**config.mk**
```make
export PLATFORM = sky130hd
export DESIGN_NAME = multicycle_cpu_core
export DESIGN_NICKNAME = d
export VERILOG_FILES = /design/src/rtl/cpu_pkg.sv /design/src/rtl/cpu_regfile.sv /design/src/rtl/multicycle_cpu_core.sv
export SDC_FILE = /design/constraint.sdc
export NUM_CORES = 2
export LEC_CHECK = 0
export CORE_MARGIN = 5
export CORE_UTILIZATION = 44
export CTS_BUF_LIST = sky130_fd_sc_hd__clkbuf_2 sky130_fd_sc_hd__clkbuf_4 sky130_fd_sc_hd__clkbuf_8
export CTS_CLUSTER_SIZE = 40
export DETAILED_ROUTE_END_ITERATION = 6
export GPL_TIMING_DRIVEN = 0
export PLACE_DENSITY = 0.56
export SYNTH_ARGS = -nofsm -noshare
export SYNTH_HDL_FRONTEND = slang
export SYNTH_SLANG_ARGS = --single-unit
```
**constraint.sdc**
```tcl
create_clock -name clk -period 3.95 [get_ports clk]
set_input_delay 0.79 -clock clk [delete_from_list [all_inputs] [get_ports clk]]
set_output_delay 0.79 -clock clk [all_outputs]
set_load 0.1 [all_outputs]
```
**src/rtl/cpu_pkg.sv**
```systemverilog
// cpu_pkg: opcodes, state encoding and instruction field positions for the multicycle core
package cpu_pkg;
  typedef enum logic [2:0] {
    OP_NOP, OP_ADD, OP_SUB, OP_AND, OP_OR, OP_LOAD, OP_STORE, OP_JZ
  } opcode_t;
  typedef enum logic [2:0] {
    S_FETCH, S_DECODE, S_EXECUTE, S_MEMORY, S_WRITEBACK
  } state_t;
  localparam int OP_LSB = 29;
  localparam int RA_LSB = 24;
  localparam int RB_LSB = 19;
  localparam int RC_LSB = 14;
  localparam int ADDR_W = 16;
  function automatic logic writes_reg(opcode_t op);
    return (op >= OP_ADD) && (op <= OP_LOAD);
  endfunction
endpackage

```
**src/rtl/cpu_regfile.sv**
```systemverilog
// cpu_regfile: NREG x DATA_W registers, three async read ports, one sync write port, R0 fixed at 0
module cpu_regfile #(
  parameter int DATA_W = 32,
  parameter int NREG = 32,
  localparam int RW = $clog2(NREG)
) (
  input  logic              clk,
  input  logic              rst_n,
  input  logic [RW-1:0]     addr_a,
  input  logic [RW-1:0]     addr_b,
  input  logic [RW-1:0]     addr_c,
  output logic [DATA_W-1:0] data_a,
  output logic [DATA_W-1:0] data_b,
  output logic [DATA_W-1:0] data_c,
  input  logic              we,
  input  logic [RW-1:0]     waddr,
  input  logic [DATA_W-1:0] wdata
);
  logic [DATA_W-1:0] r [NREG];
  always_ff @(posedge clk or negedge rst_n)
    if (!rst_n) for (int i = 0; i < NREG; i++) r[i] <= '0;
    else if (we && waddr != '0) r[waddr] <= wdata;
  assign data_a = addr_a == '0 ? '0 : r[addr_a];
  assign data_b = addr_b == '0 ? '0 : r[addr_b];
  assign data_c = addr_c == '0 ? '0 : r[addr_c];
endmodule

```
**src/rtl/multicycle_cpu_core.sv**
```systemverilog
// multicycle_cpu_core: five-state fetch/decode/execute/memory/writeback CPU with req/ack memories
module multicycle_cpu_core import cpu_pkg::*; #(
  parameter int DATA_W = 32,
  parameter int NREG = 32,
  parameter int PC_W = 16,
  parameter int DADDR_W = 16
) (
  input  logic               clk,
  input  logic               rst_n,
  input  logic               run,
  output logic               imem_req,
  output logic [PC_W-1:0]    imem_addr,
  input  logic               imem_ack,
  input  logic [31:0]        imem_rdata,
  output logic               dmem_req,
  output logic               dmem_we,
  output logic [DADDR_W-1:0] dmem_addr,
  output logic [DATA_W-1:0]  dmem_wdata,
  input  logic               dmem_ack,
  input  logic [DATA_W-1:0]  dmem_rdata,
  output logic [PC_W-1:0]    pc,
  output logic [2:0]         state,
  output logic               retire
);
  localparam int RW = $clog2(NREG);
  state_t            st;
  opcode_t           op;
  logic [31:0]       ir;
  logic [RW-1:0]     rd;
  logic [PC_W-1:0]   tgt;
  logic [DATA_W-1:0] opa, opb, opc, res, rf_a, rf_b, rf_c, alu;
  logic              ihold;
  cpu_regfile #(.DATA_W(DATA_W), .NREG(NREG)) u_rf (
    .clk(clk), .rst_n(rst_n),
    .addr_a(ir[RA_LSB +: RW]), .addr_b(ir[RB_LSB +: RW]), .addr_c(ir[RC_LSB +: RW]),
    .data_a(rf_a), .data_b(rf_b), .data_c(rf_c),
    .we(retire && writes_reg(op)), .waddr(rd), .wdata(res)
  );
  // ihold keeps a started fetch requesting even if run drops before the ack
  assign imem_req = rst_n && st == S_FETCH && (run || ihold);
  assign imem_addr = pc;
  assign dmem_req = st == S_MEMORY && (op == OP_LOAD || op == OP_STORE);
  assign dmem_we = dmem_req && op == OP_STORE;
  assign retire = st == S_WRITEBACK;
  assign state = st;
  always_comb
    alu = op == OP_ADD ? opb + opc :
          op == OP_SUB ? opb - opc :
          op == OP_AND ? opb & opc : opb | opc;
  always_ff @(posedge clk or negedge rst_n)
    if (!rst_n) begin
      st <= S_FETCH;
      pc <= '0;
      ir <= '0;
      ihold <= 1'b0;
      op <= OP_NOP;
      rd <= '0;
      tgt <= '0;
      opa <= '0;
      opb <= '0;
      opc <= '0;
      res <= '0;
      dmem_addr <= '0;
      dmem_wdata <= '0;
    end else
      case (st)
        S_FETCH:
          if (imem_req) begin
            ihold <= !imem_ack;
            if (imem_ack) begin
              ir <= imem_rdata;
              pc <= pc + 1'b1;
              st <= S_DECODE;
            end
          end
        S_DECODE: begin
          op <= opcode_t'(ir[OP_LSB +: 3]);
          rd <= ir[RA_LSB +: RW];
          tgt <= ir[PC_W-1:0];
          opa <= rf_a;
          opb <= rf_b;
          opc <= rf_c;
          dmem_addr <= ir[DADDR_W-1:0];
          dmem_wdata <= rf_a;
          st <= S_EXECUTE;
        end
        S_EXECUTE: begin
          res <= alu;
          if (op == OP_JZ && opa == '0) pc <= tgt;
          st <= S_MEMORY;
        end
        S_MEMORY:
          if (!dmem_req || dmem_ack) begin
            if (dmem_req && !dmem_we) res <= dmem_rdata;
            st <= S_WRITEBACK;
          end
        default: st <= S_FETCH;
      endcase
endmodule

```
==> flow_results.org <==
** Status
- The run finished, with violations left.
- The final reports fail on DRC, hold timing, capacitance limit, slew limit, setup timing.

** Worst hold path
- The min-delay analysis places its worst path in the category in -> async.

** Routing
- After detailed routing, the average wire length per cell comes to 40.0 um.
- Wires add up to 378000 um.
- Dividing the detail-routed via count by the number of cells gives 6.97.
- DR vias :: 65.8k
- Once detail routing completed, the nets flagged for antenna violations numbered 0.
- For this run, the detailed router's first-pass iteration total came to 7.
- The detailed router finished its first iteration with 9531 violations.
- For this run, design rule violations remaining after detail routing come to 14.

** Layout
- Final core utilization :: 50.5%
- Share of layout cells above drive strength 1 :: 34.1%
- The sequential cells in the finished layout cover a total of 30700 um^2.
- Finished Layout Cells :: 9441
- The net count of the finished layout is 7091.
- The layout has 15.6k filler cells.
- The multi-input combinational cells in the finished layout cover a total of 42600 um^2.
- Once layout is done, the placed cells without fillers occupy 86900 um^2.
- The area growth from synthesis to layout is 13.9%.

** Synthesis
- Average size of a mapped cell :: 11.7 um^2
- Counting every net in the synthesized netlist gives 6693.
- Summing the sequential cell areas from Yosys gives 40.3% of the chip area.
- The synthesized design contains 0 enable-type register cells.
- Most frequent cells after synthesis :: 1228 x dfrtp_1, 1215 x mux2_2, 597 x a21oi_1, 573 x mux2i_1, 394 x clkbuf_1
- In this run, synthesis produced a sequential element count of 1228.
- After synthesis, the largest area contributor takes up 40.3% of total cell area.
- For this run, asynchronously set or reset flops after synthesis account for 100%.
- Yosys synthesis warning count :: 0
- The number of different library cells used by synthesis comes to 96.
- Area leader, netlist :: dfrtp_1
- Synthesized area :: 76300 um^2
- Synthesized instance count :: 6519
- Commonest register cell after synthesis :: dfrtp_1
- Synth top area cells :: dfrtp_1 40%, mux2_2 18%, mux4_2 12%
- Most common cell in the netlist :: dfrtp_1

** STA
- The max-slew violation total from the final report came to 23.
- Achievable frequency :: 241 MHz
- Once routing completed, OpenROAD measured the worst setup slack at -0.191 ns.
- Final hold viol count :: 3
- Least-Margin Pin Slew :: 1.65 ns
- Setup violations remaining at the end of the flow were counted as 29.
- Max-slew headroom at the worst pin :: -9.67%
- Hold slack :: -0.0112 ns
- After layout, the worst path uses 105% of the clock period.
- On the final layout, the worst clock skew is 0.0705 ns.
- Shortest clock period the worst path allows after layout :: 4.14 ns

** Critical path
- Counting buffers and inverters, the worst setup path is 8 cells deep.
- Required time of the critical path :: 4.75 ns
- Buffers & Inverters on Critical Path :: 2
- The worst setup path is of the reg -> reg kind.
- Critical path arrival :: 4.94 ns
- Largest incremental delay on the critical path :: 1.13 ns
- Crit-path max FO :: 10
- Worst path cell trace :: nand2b_1 > clkbuf_1 > clkdlybuf4s15_1 > o221ai_1 > a21oi_1 > nor2_1 > a21oi_1 > o22ai_1
- Critical R2R Capture :: opc[18]
- In this run the critical register-to-register path is launched from ir[15].
- Startpoint types :: flop
- Among the stages of the critical path, the cell type that occurs most often is a21oi_1.
- In this run the worst setup path terminates at opc[18].
- Cell family contributing the most delay on the critical path :: buffers and inverters
- Setup slack on the worst reg-to-reg path comes out at -0.19 ns.
- Timing startpoint of the critical path :: ir[15]
- Master of the slowest instance on the critical path :: clkdlybuf4s15_1
- Element type at the critical path end :: flop
- Worst Reg-to-Reg Cells :: 8

** CTS
- The H-tree was split into 4 levels.
- CTS tree :: done
- Clock latency on the worst-skew pair, taken at its later pin, is 1.03 ns.
- In this run the clock root is driven by a clkbuf_8.
- After clock tree synthesis, the clock-pin slew on the worst setup and hold paths is 0.06 ns.
- Max Root-Sink Buffers :: 3
- Clock sink count :: 1228
- Total CTS buffers :: 222

** Floorplanning
- For this configuration, the core starts out at a cell density of 44.3%.
- In this run the horizontal extent of the chip is 427 um.
- Measured along the y axis, the die boundary spans 427 um.
- Total Die Area :: 182000 um^2
- # IOs :: 156
- Area of the core region :: 172000 um^2
- The initialized floorplan defines 152 standard-cell rows.

** Placed design
- After detailed placement, the total cell area comes to 81100 um^2.
- Final RePlAce weighted congestion :: 1.02
- During placement, the flow inserted port buffers numbering 155.
- Cell Count Post-Placement :: 8997
- DP Wirelength :: 272000 um

** GRT
- For this run, the total global-route usage over all layers was measured as 40.6%.
- Antenna violations before repair :: 26
- The number of global-route vias before repair was 63.8k.
- The first global-routing pass estimated 512000 um of wire.
- After global routing the overflow that remains totals 0.
- Entering global routing, the biggest net connects 166 pins.

** Power
- Per report_power, the clock group accounts for 18.9% of the total.
- Net load switching power :: 0.0403 W
- Peak supply drop :: 0.683 mV
- Pint :: 0.0341 W
- Net switching is 54.2% of the power.
- Pwr/cell area :: 855 nW/um^2
- For this design the static power due to leakage is 38.6 nW.
- Of the total power, combinational logic draws 58.6%.
- Flop pwr share :: 22.6%

** Run
- Max-Cap Viols :: 3
[metrics by stage]
stage          hold WS [ns]  total power, W  setup TNS, ns  setup WS [ns]
6_report            -0.0112          0.0743          -1.77         -0.191
5_1_grt              0.0566          0.0752       -0.00118       -0.00118
4_1_cts              0.0218          0.0719              0         0.0186
3_5_place_dp          0.451          0.0577        -216.33          -1.94
3_3_place_gp          0.447          0.0576              -         -56.32
2_1_floorplan         0.433          0.0393              0        0.00878
[state kept, by name (all words and copies together) (netlist names), 16 cells and up]
signal and flops:
tgt 16, imem_addr 16, u_rf.r 1024, opc 32, opb 32, ir 32
res 32, opa 32
[cell usage in the layout (no fill, tap or decap), types with 195 or more instances in the layout]
| cell type | count |
|---|---|
| clkbuf_1 | 353 |
| clkbuf_8 | 301 |
| o221ai_1 | 197 |
| mux4_2 | 393 |
| buf_2 | 197 |
| nor2_1 | 195 |
| nand2_1 | 195 |
| o22ai_1 | 272 |
| mux2i_1 | 573 |
| dfrtp_1 | 1227 |
| mux2_2 | 1215 |
| a21oi_1 | 568 |
| o21ai_0 | 299 |
[power by group through the flow]
stage / registers [W] / logic, W / clock network, W
CTS: 0.0166 / 0.0413 / 0.0140
finish: 0.0168 / 0.0435 / 0.0140
global placement: 0.0168 / 0.0408 / 0
detailed placement: 0.0168 / 0.0410 / 0
global route: 0.0169 / 0.0436 / 0.0146
floorplan: 0.0179 / 0.0215 / 0
[timing repair]
item,4_1_cts,5_1_grt
hold buffers,6,0
endpoints found under the hold margin,118,0
setup buffers,0,1
pin swaps,0,3
endpoints found under the setup margin,743,66
gates cloned,3,0
gates resized for setup,98,74
[worst reg2reg max path, stage by stage (launching register included)]
cell and delay [ns]:
dfrtp_2 0.56, nand2b_1 0.13, clkbuf_1 0.63, clkdlybuf4s15_1 1.13, o221ai_1 0.34, a21oi_1 0.24, nor2_1 0.13, a21oi_1 0.65
o22ai_1 0.14
[worst min-delay path by stage]
stage / startpoint / slack [ns] / end
2_1_floorplan: ir[31] / 0.43 / op[2]
3_3_place_gp: ir[11] / 0.45 / tgt[11]
3_5_place_dp: ir[11] / 0.45 / tgt[11]
4_1_cts: rst_n / 0.02 / u_rf.r[705]
5_1_grt: rst_n / 0.06 / u_rf.r[705]
6_report: rst_n / -0.01 / u_rf.r[826]
[logic make-up after synthesis]
kind of cell               Yosys count  synth area share [%]
AOI/OAI and AO/OA                 1521                  12.2
xor gates and xnor gates            29                 0.333
adders and majority gates          105                  1.74
buffers and inverters              775                  4.32
DFF                               1228                  40.3
muxes                             2184                  37.1
and+or+nand+nor                    677                  4.11
[per-layer routing]
layer / track usage [%] / vias up / share of wire [%]
li1: - / 25800 / -
met1: 50.7 / 33800 / 37
met2: 56.9 / 4885 / 41
met3: 16.3 / 1398 / 13
met4: 29.4 / 14 / 8.7
met5: 0 / - / 0.027
[cell type report]
class                           instances  share of cell area [%]
Antenna cell                           23                  0.0662
Clock inverter                         45                   0.563
Buffer                                672                    3.57
Tap cell                             2310                    3.33
Sequential cell                      1228                    35.4
Inverter                               99                   0.428
Multi-Input combinational cell       4516                    49.0
Timing Repair Buffer                  178                    2.37
Clock buffer                          370                    5.35
Power figures use the tool's default switching activity.
